File: src/rtl/board_pkg.sv
// Shared definitions for the N x N two-player board tracker: cell codes,
// error and state enumerations, and the one-hot cell decoder.
package board_pkg;

    localparam logic [1:0] CELL_EMPTY = 2'b00;
    localparam logic [1:0] CELL_P1    = 2'b01;
    localparam logic [1:0] CELL_P2    = 2'b10;

    // Largest supported board is 8 x 8.
    localparam int MAX_CELLS = 64;
    localparam int MAX_IDX_W = 6;

    typedef enum logic [1:0] {
        ERR_BAD_SEL    = 2'b00,
        ERR_OCCUPIED   = 2'b01,
        ERR_WRONG_TURN = 2'b10,
        ERR_LOCKED     = 2'b11
    } err_e;

    typedef enum logic {
        ST_PLAY   = 1'b0,
        ST_LOCKED = 1'b1
    } state_e;

    typedef struct packed {
        logic                 valid;
        logic [MAX_IDX_W-1:0] idx;
    } sel_t;

    // valid is set only when exactly one bit of vec is high.
    function automatic sel_t onehot_to_idx(input logic [MAX_CELLS-1:0] vec);
        sel_t        r;
        int unsigned n;
        r.valid = 1'b0;
        r.idx   = '0;
        n       = 0;
        for (int i = 0; i < MAX_CELLS; i++) begin
            if (vec[i]) begin
                r.idx = MAX_IDX_W'(i);
                n++;
            end
        end
        r.valid = (n == 1);
        return r;
    endfunction

endpackage

File: src/rtl/move_history.sv
// LIFO of committed cell indices used to roll back moves one at a time.
module move_history #(
    parameter int DEPTH = 9,
    parameter int IDX_W = $clog2(DEPTH)
) (
    input  logic             clk,
    input  logic             reset,
    input  logic             clear,
    input  logic             push,
    input  logic             pop,
    input  logic [IDX_W-1:0] din,
    output logic [IDX_W-1:0] dout,
    output logic             empty
);
    localparam int PW = $clog2(DEPTH + 1);

    logic [IDX_W-1:0] mem [DEPTH];
    logic [PW-1:0]    ptr;
    logic [PW-1:0]    top;

    assign top   = ptr - PW'(1);
    assign empty = (ptr == '0);
    assign dout  = empty ? '0 : mem[top[IDX_W-1:0]];

    always_ff @(posedge clk) begin
        if (!reset || clear) begin
            ptr <= '0;
        end else if (push) begin
            mem[ptr[IDX_W-1:0]] <= din;
            ptr                 <= ptr + PW'(1);
        end else if (pop && !empty) begin
            ptr <= top;
        end
    end

endmodule

File: src/rtl/board_tracker.sv
// N x N two-player board state with move validation, turn/error tracking and
// full-board lock. Optional undo history is enabled by BOARD_TRACKER_UNDO_EN.
module board_tracker
    import board_pkg::*;
#(
    parameter int BOARD_DIM = 3,
    parameter int CELLS     = BOARD_DIM * BOARD_DIM,
    parameter int CNT_W     = $clog2(CELLS + 1)
) (
    input  logic               clk,
    input  logic               reset,
    input  logic               move_check,
    input  logic [CELLS-1:0]   p1_en,
    input  logic [CELLS-1:0]   p2_en,
    input  logic               new_game,
`ifdef BOARD_TRACKER_UNDO_EN
    input  logic               undo,
`endif
    output logic [2*CELLS-1:0] board,
    output logic               turn,
    output logic               move_ok,
    output logic               move_err,
    output logic [1:0]         err_code,
    output logic [CNT_W-1:0]   move_cnt,
    output logic               full
);
    localparam int IDX_W = $clog2(CELLS);

    logic                   mc_q, req_vld;
    logic [CELLS-1:0]       p1_q, p2_q, on_vec, off_vec;
    logic [CELLS-1:0][1:0]  cells_q, cells_d;
    state_e                 state_q, state_d;
    err_e                   code_q, code_d;
    logic                   turn_d, ok_d, err_d, full_d;
    logic [CNT_W-1:0]       cnt_d;
    sel_t                   sel;
    logic [IDX_W-1:0]       sel_idx;

    assign on_vec  = turn ? p2_q : p1_q;
    assign off_vec = turn ? p1_q : p2_q;
    assign sel     = onehot_to_idx(MAX_CELLS'(on_vec));
    assign sel_idx = sel.idx[IDX_W-1:0];

    generate
        if (IDX_W < MAX_IDX_W) begin : g_sel_hi
            logic unused_sel_hi;
            assign unused_sel_hi = |sel.idx[MAX_IDX_W-1:IDX_W];
        end
    endgenerate

    assign board    = cells_q;
    assign err_code = code_q;

`ifdef BOARD_TRACKER_UNDO_EN
    logic             undo_q, undo_vld, hist_push, hist_pop, hist_empty;
    logic [IDX_W-1:0] hist_top;

    always_ff @(posedge clk) begin
        if (!reset) begin
            undo_q   <= 1'b0;
            undo_vld <= 1'b0;
        end else begin
            undo_q   <= undo;
            undo_vld <= undo & ~undo_q & ~new_game;
        end
    end

    move_history #(.DEPTH(CELLS), .IDX_W(IDX_W)) u_hist (
        .clk   (clk),
        .reset (reset),
        .clear (new_game),
        .push  (hist_push),
        .pop   (hist_pop),
        .din   (sel_idx),
        .dout  (hist_top),
        .empty (hist_empty)
    );
`endif

    always_comb begin
        cells_d = cells_q;
        state_d = state_q;
        turn_d  = turn;
        cnt_d   = move_cnt;
        code_d  = code_q;
        ok_d    = 1'b0;
        err_d   = 1'b0;
`ifdef BOARD_TRACKER_UNDO_EN
        hist_push = 1'b0;
        hist_pop  = 1'b0;
`endif
        if (new_game) begin
            cells_d = '0;
            state_d = ST_PLAY;
            turn_d  = 1'b0;
            cnt_d   = '0;
            code_d  = ERR_BAD_SEL;
`ifdef BOARD_TRACKER_UNDO_EN
        end else if (undo_vld) begin
            // Undo outranks a same-cycle move request, which is dropped.
            if (hist_empty) begin
                err_d  = 1'b1;
                code_d = ERR_BAD_SEL;
            end else begin
                cells_d[hist_top] = CELL_EMPTY;
                turn_d   = ~turn;
                cnt_d    = move_cnt - CNT_W'(1);
                state_d  = ST_PLAY;
                ok_d     = 1'b1;
                hist_pop = 1'b1;
            end
`endif
        end else if (req_vld) begin
            if (state_q == ST_LOCKED) begin
                err_d  = 1'b1;
                code_d = ERR_LOCKED;
            end else if (|off_vec) begin
                err_d  = 1'b1;
                code_d = ERR_WRONG_TURN;
            end else if (!sel.valid) begin
                err_d  = 1'b1;
                code_d = ERR_BAD_SEL;
            end else if (cells_q[sel_idx] != CELL_EMPTY) begin
                err_d  = 1'b1;
                code_d = ERR_OCCUPIED;
            end else begin
                cells_d[sel_idx] = turn ? CELL_P2 : CELL_P1;
                turn_d = ~turn;
                cnt_d  = move_cnt + CNT_W'(1);
                ok_d   = 1'b1;
`ifdef BOARD_TRACKER_UNDO_EN
                hist_push = 1'b1;
`endif
                if (cnt_d == CNT_W'(CELLS)) state_d = ST_LOCKED;
            end
        end
        full_d = (cnt_d == CNT_W'(CELLS));
    end

    // Stage 1 captures the move_check edge with its enables; stage 2 commits.
    always_ff @(posedge clk) begin
        if (!reset) begin
            mc_q     <= 1'b0;
            req_vld  <= 1'b0;
            p1_q     <= '0;
            p2_q     <= '0;
            cells_q  <= '0;
            state_q  <= ST_PLAY;
            turn     <= 1'b0;
            move_ok  <= 1'b0;
            move_err <= 1'b0;
            code_q   <= ERR_BAD_SEL;
            move_cnt <= '0;
            full     <= 1'b0;
        end else begin
            mc_q     <= move_check;
            req_vld  <= move_check & ~mc_q & ~new_game;
            p1_q     <= p1_en;
            p2_q     <= p2_en;
            cells_q  <= cells_d;
            state_q  <= state_d;
            turn     <= turn_d;
            move_ok  <= ok_d;
            move_err <= err_d;
            code_q   <= code_d;
            move_cnt <= cnt_d;
            full     <= full_d;
        end
    end

endmodule
File: config.mk
export PLATFORM = sky130hd
export DESIGN_NAME = board_tracker
export DESIGN_NICKNAME = d
export VERILOG_FILES = /design/src/rtl/board_pkg.sv /design/src/rtl/move_history.sv /design/src/rtl/board_tracker.sv
export SDC_FILE = /design/constraint.sdc
export NUM_CORES = 1
export LEC_CHECK = 0
export BUFFER_PORTS_ARGS = -buffer_cell sky130_fd_sc_hd__buf_2
export CAP_MARGIN = 20
export CORE_MARGIN = 2
export CORE_UTILIZATION = 55
export CTS_CLUSTER_DIAMETER = 100
export DETAILED_ROUTE_END_ITERATION = 10
export PLACE_DENSITY = 0.78
export SLEW_MARGIN = 10
export SYNTH_ARGS = -nofsm -noshare
export SYNTH_HDL_FRONTEND = slang
export SYNTH_SLANG_ARGS = --single-unit
File: constraint.sdc
create_clock -name clk -period 12.7 [get_ports clk]
set_input_delay 1.27 -clock clk [delete_from_list [all_inputs] [get_ports clk]]
set_output_delay 1.27 -clock clk [all_outputs]
set_load 0.01 [all_outputs]
==> results.yml <==
setup_path:
  critPathArrivalTime_ns: 6.64
  critical_path_buf_inv_count: 1
  crit_family: "adder cells"
  critical_path_required_ns: 12.85
  cpMaxStageDelayCell: "or2_1"
  reg2reg_from: "turn"
  rr_worst_depth: 26
  startpoint_type: "flop"
  regToRegSetupSlack_ns: 6.21
  crit_top_cell: "ha_1"
  criticalPathCategory: "reg2reg"
  critPathMaxStageDelay_ns: 0.75
  worst_setup_path_end_kind: "flop"
  r2r_end: "board[12]"
  path_max_fanout: 37
global_route:
  grt_max_degree: 38
  grt_pass1_wl_mm: 11.4
  grt_pass1_vias: 2424
  gr-total-overflow: 0
  antenna_found_initial: 0
  track_usage_pct: 23.3
logic_synthesis:
  yosysUniqueCellTypes: 63
  synth_top_area_share_pct: 32.5
  ys_seq_area_share_pct: 32.5
  avgSynthCellArea_um2: 8.72
  synth_nets: 378
  synth-main-ff-cell: "dfxtp_1"
  async_flop_share_pct: 0
  yosysTopAreaCell: "dfxtp_1"
  synthTopCellsByArea: "dfxtp_1 33%, nand2_1 7.5%, mux2i_1 5.6%, ha_1 4.1%, o31ai_1 4.0%"
  ys_warn_count: 0
  synth-edff-count: 0
  synth_seq_cells: 49
  synthCells: 346
  synth_area_um2: 3020
min_path:
  holdPathStages: 1
  worstHoldPathType: "reg2reg"
  min_from: "mc_q"
  hold_path_end: "req_vld"
finish:
  diodes: 0
  fill_cells: 435
  layout.nets: 422
  post-route-util_pct: 64.9
  drive_gt1_share_pct: 21.7
  syn2layout_area_growth_pct: 11.9
sta:
  fmax_mhz: 154
  maxSlewViolCount: 0
  finalSetupTns_ns: 0
  maxSlewHeadroom_pct: 40.6
  setup_viol: 0
  hold_ws_ns: 0.392
  final.setup.worst_slack_ns: 6.21
  grt_setup_unrepaired: "false"
  worstMarginPinSlew_ns: 0.891
  hold_viol_final: 0
  skew_ns: 0.00653
  fin_crit_sh_pct: 51.1
  fin_crit_ns: 6.49
clocking:
  cts_num_sinks: 49
  post_cts_resized: 0
  h-tree-depth: 2
  post_cts_buffers: 0
  clk_path_buf_depth: 2
  cts_made_buffers: 5
  clk_pin_slew_ns: 0.09
  clk-insertion-delay-late_ns: 0.30
  cts_tree: "yes"
  cts_hold_buf: 0
  clock_tree.root_cell: "clkbuf_8"
detailed_routing:
  routedWlPerCell_um: 14.6
  drt_first_iter_violations: 131
  ant_nets: 0
  vias: 2634
  viasPerCell: 5.71
  drc: 0
  firstDrtPassIters: 5
  wl_mm: 6.72
power_and_ir_drop:
  power_density_nw_per_um2: 100
  finalPower_w: 0.000339
  p_leak_nw: 1.41
  ir_drop_uv: 114
placement:
  gp_congestion: 0.892
  portBuffers: 49
  post-place-ws_ns: 6.31
  hpwl_mm: 5.06
floorplanning:
  dieArea_um2: 6100
  start_util_pct: 58.0
  dieHeight_um: 78.1
  core_um2: 5200
  die_x_um: 78.1
  rows: 26
  ioPinCount: 50
flow_run:
  drv_cap: 0
status:
  status: "complete, no violations"
==> per-layer routing <==
layer,wire length [um],track usage (%)
met1,3160,31.9
met2,3140,37.9
met3,369,4.48
met4,50,5.79
met5,0,0
==> sequential cells by signal (all words and copies together) (netlist names) <==
name	count
full	1
move_cnt	4
p2_q	9
move_ok	1
state_q	1
err_code	2
req_vld	1
p1_q	9
move_err	1
mc_q	1
board	18
turn	1
==> synthesized netlist by cell type (all sizes together), types with 2 or more instances <==
library cell and number:
a2111oi 2, a211oi 3, a21o 2, a21oi 6, a22oi 2, a31oi 4, and2 19, buf 9
clkbuf 6, dfxtp 49, ha 10, inv 9, mux2 7, mux2i 18, nand2 61, nand2b 6
nand3 3, nand3b 2, nand4 3, nor2 21, nor2b 6, nor3 11, nor4 6, o211a 3
o211ai 3, o21a 4, o21ai 13, o311a 2, o31ai 19, o32a 2, or4 5, xnor2 6
xor2 7
==> cell usage in the layout, fill, tap and decap left out, types with 3 or more instances in the layout <==
master / n
o21a_1: 4
o31ai_1: 16
a21oi_1: 6
buf_4: 3
nor3_1: 11
nand3_1: 3
o31ai_2: 3
nand2b_1: 6
inv_1: 8
and2_1: 19
mux2_2: 6
ha_1: 10
xnor2_1: 6
a31oi_1: 3
o211a_1: 3
nand2_1: 60
o211ai_1: 3
xor2_1: 6
clkbuf_8: 6
buf_2: 49
o21ai_0: 12
nor2_1: 19
a211oi_1: 3
nor2b_1: 5
nand4_1: 3
nor4_1: 5
mux2i_1: 17
dfxtp_1: 49
or4_1: 5
==> how the worst max path moves through the flow <==
stage          start           to  cells past startpoint
6_report        turn    board[12]                     26
5_1_grt         turn    board[12]                     26
4_1_cts         turn    board[12]                     26
3_5_place_dp    turn    board[12]                     26
3_3_place_gp    turn     board[4]                     26
2_1_floorplan   turn  move_cnt[3]                     31
==> kinds of logic after synthesis <==
family	after synthesis	share of synthesized area [%]
adders and majority gates	10	4.15
muxes	25	9.12
DFF	49	32.5
and+or+nand+nor	150	25.6
buffers and inverters	24	4.27
xor gates and xnor gates	15	5.60
AOI/OAI and AO/OA	73	18.8
==> cell type report <==
| cell class | instances | area [um2] | area share, % |
|---|---|---|---|
| multi-input cells | 273 | 1910 | 56.6 |
| inverters | 9 | 33.8 | 1.00 |
| flip-flops and latches | 49 | 981 | 29.0 |
| well taps | 70 | 87.6 | 2.59 |
| clock buffers | 6 | 82.6 | 2.45 |
| clock inverters | 2 | 13.8 | 0.408 |
| repair buffers | 52 | 268 | 7.93 |
==> where the power goes <==
| part | total (W) | internal (W) | switching, W |
|---|---|---|---|
| clock network | 0.0000949 | 0.0000442 | 0.0000507 |
| logic | 0.0000825 | 0.0000354 | 0.0000471 |
| registers | 0.000161 | 0.000157 | 0.00000438 |
| total | 0.000339 | 0.000237 | 0.000102 |
==> per-stage QoR <==
stage	cell area [um2]	instances
after floorplan	3020	346
after global placement	3280	453
after detailed placement	3280	453
after CTS	3380	461
after global routing	3380	461
final	3380	461
No activity file was read; power rests on OpenSTA's default activity.
